## config.mk

```make
export PLATFORM = sky130hd
export DESIGN_NAME = i2c_slave_ctrl
export DESIGN_NICKNAME = d
export VERILOG_FILES = /design/src/rtl/i2c_pkg.sv /design/src/rtl/i2c_bus_sync.sv /design/src/rtl/i2c_slave_ctrl.sv
export SDC_FILE = /design/constraint.sdc
export NUM_CORES = 1
export LEC_CHECK = 0
export ABC_AREA = 1
export ABC_CLOCK_PERIOD_IN_PS = 2900
export CORE_MARGIN = 10
export CORE_UTILIZATION = 45
export DETAILED_ROUTE_END_ITERATION = 8
export GPL_TIMING_DRIVEN = 0
export PLACE_DENSITY = 0.74
export SLEW_MARGIN = 20
export SYNTH_ARGS = -nofsm -noshare
export SYNTH_HDL_FRONTEND = slang
export SYNTH_SLANG_ARGS = --single-unit
export TNS_END_PERCENT = 50
```

## constraint.sdc

```tcl
create_clock -name clk -period 2.9 [get_ports clk]
set_input_delay 0.435 -clock clk [delete_from_list [all_inputs] [get_ports clk]]
set_output_delay 0.435 -clock clk [all_outputs]
set_load 0.02 [all_outputs]
```

## src/rtl/i2c_pkg.sv

```systemverilog
// Shared types and defaults for the I2C slave controller.
package i2c_pkg;

    localparam logic [6:0] DEF_SLAVE_ADDR  = 7'h50;
    localparam int         DEF_SYNC_STAGES = 2;

    typedef enum logic [2:0] {
        IDLE,
        ADDR,
        ADDR_ACK,
        WRITE,
        WRITE_ACK,
        READ,
        READ_ACK,
        IGNORE
    } i2c_state_t;

    // Upper seven bits of a received address byte compared with our address.
    function automatic logic addr_match(input logic [7:0] byte_in, input logic [6:0] addr);
        return byte_in[7:1] == addr;
    endfunction

endpackage

```

## src/rtl/i2c_bus_sync.sv

```systemverilog
// Synchronizes the raw bus lines and derives SCL edges plus START/STOP events.
module i2c_bus_sync #(
    parameter int SYNC_STAGES = 2
) (
    input  logic clk,
    input  logic rst,
    input  logic scl_in,
    input  logic sda_in,
    output logic s_sda,
    output logic scl_rise,
    output logic scl_fall,
    output logic start_det,
    output logic stop_det
);

    logic [SYNC_STAGES-1:0] scl_pipe;
    logic [SYNC_STAGES-1:0] sda_pipe;
    logic                   s_scl;
    logic                   scl_d;
    logic                   sda_d;

    assign s_scl = scl_pipe[SYNC_STAGES-1];
    assign s_sda = sda_pipe[SYNC_STAGES-1];

    // Synchronizer chains plus one-cycle-delayed copies; idle bus level is 1.
    always_ff @(posedge clk or posedge rst) begin
        if (rst) begin
            scl_pipe <= '1;
            sda_pipe <= '1;
            scl_d    <= 1'b1;
            sda_d    <= 1'b1;
        end else begin
            scl_pipe <= {scl_pipe[SYNC_STAGES-2:0], scl_in};
            sda_pipe <= {sda_pipe[SYNC_STAGES-2:0], sda_in};
            scl_d    <= s_scl;
            sda_d    <= s_sda;
        end
    end

    assign scl_rise  =  s_scl & ~scl_d;
    assign scl_fall  = ~s_scl &  scl_d;
    // SDA moving while SCL stays high is a bus condition, never data.
    assign start_det =  s_scl & scl_d &  sda_d & ~s_sda;
    assign stop_det  =  s_scl & scl_d & ~sda_d &  s_sda;

endmodule

```

## src/rtl/i2c_slave_ctrl.sv

```systemverilog
// I2C slave: address match, byte write/read with ACK handling, no clock stretching.
module i2c_slave_ctrl
    import i2c_pkg::*;
#(
    parameter logic [6:0] SLAVE_ADDR  = DEF_SLAVE_ADDR,
    parameter int         SYNC_STAGES = DEF_SYNC_STAGES
) (
    input  logic       clk,
    input  logic       rst,
    input  logic       scl_in,
    input  logic       sda_in,
    output logic       scl_out,
    output logic       sda_out,
    output logic       wr_valid,
    output logic [7:0] wr_data,
    output logic       rd_req,
    input  logic [7:0] rd_data,
    output logic       busy
);

    logic s_sda, scl_rise, scl_fall, start_det, stop_det;

    i2c_bus_sync #(.SYNC_STAGES(SYNC_STAGES)) u_sync (
        .clk      (clk),
        .rst      (rst),
        .scl_in   (scl_in),
        .sda_in   (sda_in),
        .s_sda    (s_sda),
        .scl_rise (scl_rise),
        .scl_fall (scl_fall),
        .start_det(start_det),
        .stop_det (stop_det)
    );

    i2c_state_t state_q, state_n;
    logic [2:0] cnt_q, cnt_n;
    logic [7:0] shift_q, shift_n;
    logic [7:0] tx_q, tx_n;
    logic       rw_q, rw_n;
    logic       ack_ph_q, ack_ph_n;   // ACK slot: 0 = before drive, 1 = driving / master ACK seen
    logic       sda_q, sda_n;
    logic       busy_q, busy_n;
    logic       wr_valid_q, wr_valid_n;
    logic [7:0] wr_data_q, wr_data_n;
    logic       rd_req_q, rd_req_n;
    logic [7:0] shift_in;

    assign shift_in = {shift_q[6:0], s_sda};

    // State and datapath registers; reset releases the bus immediately.
    always_ff @(posedge clk or posedge rst) begin
        if (rst) begin
            state_q    <= IDLE;
            cnt_q      <= '0;
            shift_q    <= '0;
            tx_q       <= '0;
            rw_q       <= 1'b0;
            ack_ph_q   <= 1'b0;
            sda_q      <= 1'b1;
            busy_q     <= 1'b0;
            wr_valid_q <= 1'b0;
            wr_data_q  <= '0;
            rd_req_q   <= 1'b0;
        end else begin
            state_q    <= state_n;
            cnt_q      <= cnt_n;
            shift_q    <= shift_n;
            tx_q       <= tx_n;
            rw_q       <= rw_n;
            ack_ph_q   <= ack_ph_n;
            sda_q      <= sda_n;
            busy_q     <= busy_n;
            wr_valid_q <= wr_valid_n;
            wr_data_q  <= wr_data_n;
            rd_req_q   <= rd_req_n;
        end
    end

    // Next-state and output logic; START outranks STOP, both outrank bit activity.
    always_comb begin
        state_n    = state_q;
        cnt_n      = cnt_q;
        shift_n    = shift_q;
        tx_n       = tx_q;
        rw_n       = rw_q;
        ack_ph_n   = ack_ph_q;
        sda_n      = sda_q;
        busy_n     = busy_q;
        wr_valid_n = 1'b0;
        wr_data_n  = wr_data_q;
        rd_req_n   = 1'b0;

        if (start_det) begin
            state_n  = ADDR;
            cnt_n    = '0;
            shift_n  = '0;
            ack_ph_n = 1'b0;
            sda_n    = 1'b1;
        end else if (stop_det) begin
            state_n  = IDLE;
            sda_n    = 1'b1;
            busy_n   = 1'b0;
        end else begin
            case (state_q)
                ADDR: if (scl_rise) begin
                    shift_n = shift_in;
                    cnt_n   = cnt_q + 3'd1;
                    if (cnt_q == 3'd7) begin
                        ack_ph_n = 1'b0;
                        if (addr_match(shift_in, SLAVE_ADDR)) begin
                            rw_n    = shift_in[0];
                            busy_n  = 1'b1;
                            state_n = ADDR_ACK;
                        end else begin
                            busy_n  = 1'b0;
                            sda_n   = 1'b1;
                            state_n = IGNORE;
                        end
                    end
                end
                ADDR_ACK: if (scl_fall) begin
                    if (!ack_ph_q) begin
                        sda_n    = 1'b0;
                        ack_ph_n = 1'b1;
                    end else begin
                        sda_n    = 1'b1;
                        ack_ph_n = 1'b0;
                        if (rw_q) begin
                            rd_req_n = 1'b1;
                            state_n  = READ;
                        end else begin
                            state_n  = WRITE;
                        end
                    end
                end
                WRITE: if (scl_rise) begin
                    shift_n = shift_in;
                    cnt_n   = cnt_q + 3'd1;
                    if (cnt_q == 3'd7) begin
                        wr_data_n  = shift_in;
                        wr_valid_n = 1'b1;
                        ack_ph_n   = 1'b0;
                        state_n    = WRITE_ACK;
                    end
                end
                WRITE_ACK: if (scl_fall) begin
                    if (!ack_ph_q) begin
                        sda_n    = 1'b0;
                        ack_ph_n = 1'b1;
                    end else begin
                        sda_n    = 1'b1;
                        ack_ph_n = 1'b0;
                        state_n  = WRITE;
                    end
                end
                READ: begin
                    // The byte arrives in the rd_req cycle; its MSB goes out right away.
                    if (rd_req_q) begin
                        tx_n  = rd_data;
                        sda_n = rd_data[7];
                    end else if (scl_fall) begin
                        cnt_n = cnt_q + 3'd1;
                        if (cnt_q == 3'd7) begin
                            sda_n    = 1'b1;
                            ack_ph_n = 1'b0;
                            state_n  = READ_ACK;
                        end else begin
                            tx_n  = {tx_q[6:0], 1'b0};
                            sda_n = tx_q[6];
                        end
                    end
                end
                READ_ACK: begin
                    if (scl_rise) begin
                        if (s_sda) begin
                            busy_n  = 1'b0;
                            state_n = IGNORE;
                        end else begin
                            ack_ph_n = 1'b1;
                        end
                    end else if (scl_fall && ack_ph_q) begin
                        ack_ph_n = 1'b0;
                        rd_req_n = 1'b1;
                        state_n  = READ;
                    end
                end
                IGNORE:  sda_n = 1'b1;
                default: ;
            endcase
        end
    end

    assign scl_out  = 1'b1;
    assign sda_out  = sda_q;
    assign busy     = busy_q;
    assign wr_valid = wr_valid_q;
    assign wr_data  = wr_data_q;
    assign rd_req   = rd_req_q;

endmodule

```

==> flow_summary.yaml <==
cts:
  postCtsSetupRepairBufs: 0
  ctsHoldBuffers: 0
  tritoncts.num_buffers: 5
  clock_tree_from_tritoncts: "done"
  clock_sinks: 40
  postCtsResizedCells: 0
  clk_pin_slew_worst_setup_hold_paths_ns: 0.08
  clock-root-buffer: "sky130_fd_sc_hd__clkbuf_8"
  cts-htree-levels: 2
  clock_tree.buffer_depth: 2
  insertion_delay_ns: 0.29
flow_run:
  max-cap-violations: 0
floorplanning:
  die_h_um: 89.90
  fp.dieW_um: 89.90
  initial_utilization: 0.4654
  coreArea_um2: 4723
  floorplan.die_area_um2: 8081
  pin_count: 25
  core.rowCount: 25
route:
  vias: 1881
  detail_route.vias_per_cell: 5.125
  first_pass_iters: 4
  wirelength_um: 4706
  post_detailed_route_wirelength_per_cell_um: 12.82
  ant_nets: 0
  remaining_drc_errors: 0
  number_of_drc_markers_after_the_initial_detailed_route_iteration: 178
setup_path:
  setup.worst_path.class: "reg2out"
  worstPathMaxFanout: 2
  worst_path_arrival_time_ns: 1.42
  cp_num_buf_inv: 1
  critPathTopFamily: "buffers and inverters"
  critical_path.startpoint_type: "flip-flop"
  required_time_at_the_worst_slack_endpoint_ns: 2.47
  critical-path-max-stage-delay_ns: 0.59
  timing.critical_path.slowest_stage_cell: "sky130_fd_sc_hd__clkdlybuf4s50_1"
  worst_setup_path_end_kind: "primary output"
  timing.critical_path.cells: "clkdlybuf4s50_1"
logic_synthesis:
  postSynthRegisterBits: 40
  synth.area.top_cells: "sky130_fd_sc_hd__dfrtp_1 (38%), sky130_fd_sc_hd__nand2_1 (11%), sky130_fd_sc_hd__dfstp_2 (8.4%)"
  yosys_warnings: 0
  synth_top_area_cell: "sky130_fd_sc_hd__dfrtp_1"
  instance_count_of_the_mapped_netlist: 268
  ys_top_cells_by_count: "sky130_fd_sc_hd__nand2_1 (64), sky130_fd_sc_hd__dfrtp_1 (33), sky130_fd_sc_hd__inv_1 (27), sky130_fd_sc_hd__nand3_1 (23), sky130_fd_sc_hd__nor2_1 (21)"
  yosys.cell_types.count: 29
  yosys_most_used_dff: "sky130_fd_sc_hd__dfrtp_1"
  synth_seq_area_share: 0.4593
  synth_edf_count: 0
  synthesis.area_um2: 2198
  most_frequently_used_cell_type_in_the_post_synthesis_netlist: "sky130_fd_sc_hd__nand2_1"
  synthDominantCellAreaShare: 0.3756
  synth.net_count: 282
  synth-async-reset-ratio: 1.000
  post_synth.cell_area_avg_um2: 8.203
sta:
  final.period_utilization: 0.6399
  report.final.setup_viol: 0
  layout_min_cycle_time_ns: 1.856
  setup_total_negative_slack_ns: 0
  final.hold.worst_slack_ns: 0.3566
  drv_slew: 0
  setup_repair_after_global_routing_missed_its_margin: "no"
  clock-skew-final_ns: 0.005406
  final_hold_viol_count: 0
  f_max_mhz: 538.9
finish:
  n_antenna_cell: 0
  drive_above_1_share: 0.1867
  synthToLayoutAreaGrowth_pct: 21.23
  postLayoutCellArea_um2: 2665
  finalNonFillerCells: 367
  nNetsFinal: 313
global_routing:
  track_usage: 0.1188
  grt_max_degree: 27
  first_pass_grt_wire_length_um: 8121
  first_global_vias: 1816
  grt_antenna_before_repair: 0
  grt_remaining_overflow: 0
place:
  port_buffers: 23
  gpl.final_weighted_congestion: 0.9478
  postPlaceCellArea_um2: 2532
  placed_cells_incl_taps: 359
  dp_hpwl_um: 3690
hold_path:
  min_path_type: "reg2reg"
power:
  power_leakage_nw: 1.264
  vdd.ir_drop.worst_v: 0.0003541
  power.density_nw_per_um2: 898.0
run_status:
  status: "completed"
[layer usage]
metal | vias up | track usage | wire [µm]
met3 | 10 | 0.03990 | 266
met4 | 0 | 0.04244 | 74
met5 | - | 0 | 0
met1 | 871 | 0.1428 | 2129
li1 | 953 | - | -
met2 | 47 | 0.1931 | 2235
[path summary, 6_finish.rpt]
check	start	to	slack [ns]	cells after the start
max	sda_out	sda_out	1.04	1
min	u_sync.scl_pipe[0]	u_sync.scl_pipe[1]	0.36	0
max reg2reg	cnt_q[0]	tx_q[6]	1.08	8
min reg2reg	u_sync.scl_pipe[0]	u_sync.scl_pipe[1]	0.36	0
max in group asynchronous	rst	u_sync.sda_d	1.97	3
min in group asynchronous	rst	state_q[1]	0.42	2
[stage by stage]
| step | utilization | total power, mW | setup slack, ns |
|---|---|---|---|
| after CTS | 0.5642 | 2.406 | 1.012 |
| after global routing | 0.5642 | 2.596 | 0.9441 |
| after global placement | 0.5319 | 1.832 | 0.7218 |
| after detailed placement | 0.5362 | 1.859 | 1.108 |
| after floorplan | - | 1.624 | 1.299 |
| final | 0.5642 | 2.393 | 1.044 |
[area by class of cell]
| cell class | instances | area (µm²) |
|---|---|---|
| multi-input combinational | 187 | 1002 |
| clock inverter | 2 | 60.06 |
| buffer | 7 | 58.81 |
| sequential | 40 | 1010 |
| tap | 67 | 83.83 |
| timing repair buffer | 24 | 250.2 |
| inverter | 34 | 127.6 |
| fill | 429 | 2058 |
| clock buffer | 6 | 72.57 |
[cells by family after synthesis]
logic type      count (synthesis)  share of synthesized area
compound gates                 46                     0.1281
flops                          40                     0.4593
other cells                     1                   0.001706
buf+inv                        41                    0.08480
simple gates                  138                     0.3147
fa+ha+maj                       2                    0.01138
[cell usage in the layout (no fill, tap or decap), drive strengths merged]
| cell | netlist | final |
|---|---|---|
| o21a | 1 | 1 |
| o22ai | 6 | 6 |
| nand3 | 29 | 29 |
| dfrtp | 33 | 33 |
| conb | 1 | 1 |
| o21ai | 27 | 27 |
| o211ai | 8 | 8 |
| dfstp | 7 | 7 |
| clkbuf | 0 | 6 |
| bufinv | 0 | 2 |
| clkdlybuf4s50 | 0 | 23 |
| a21oi | 4 | 4 |
| ha | 2 | 2 |
| nor3 | 2 | 2 |
| inv | 34 | 34 |
| nand2 | 69 | 69 |
| buf | 7 | 8 |
| nand4 | 9 | 9 |
| nor2 | 29 | 29 |
[sequential cells by signal (all words and copies together) (netlist names), 2 cells and up]
name	flops
wr_data	8
shift_q	7
tx_q	7
cnt_q	3
state_q	3
u_sync.scl_pipe	2
u_sync.sda_pipe	2
[power by group]
part           internal (mW)  switching (mW)
sequential             0.708          0.0697
clock                  0.344           0.192
combinational          0.388           0.692
total                   1.44           0.953
Note: power is estimated with default switching activity, not from simulation.
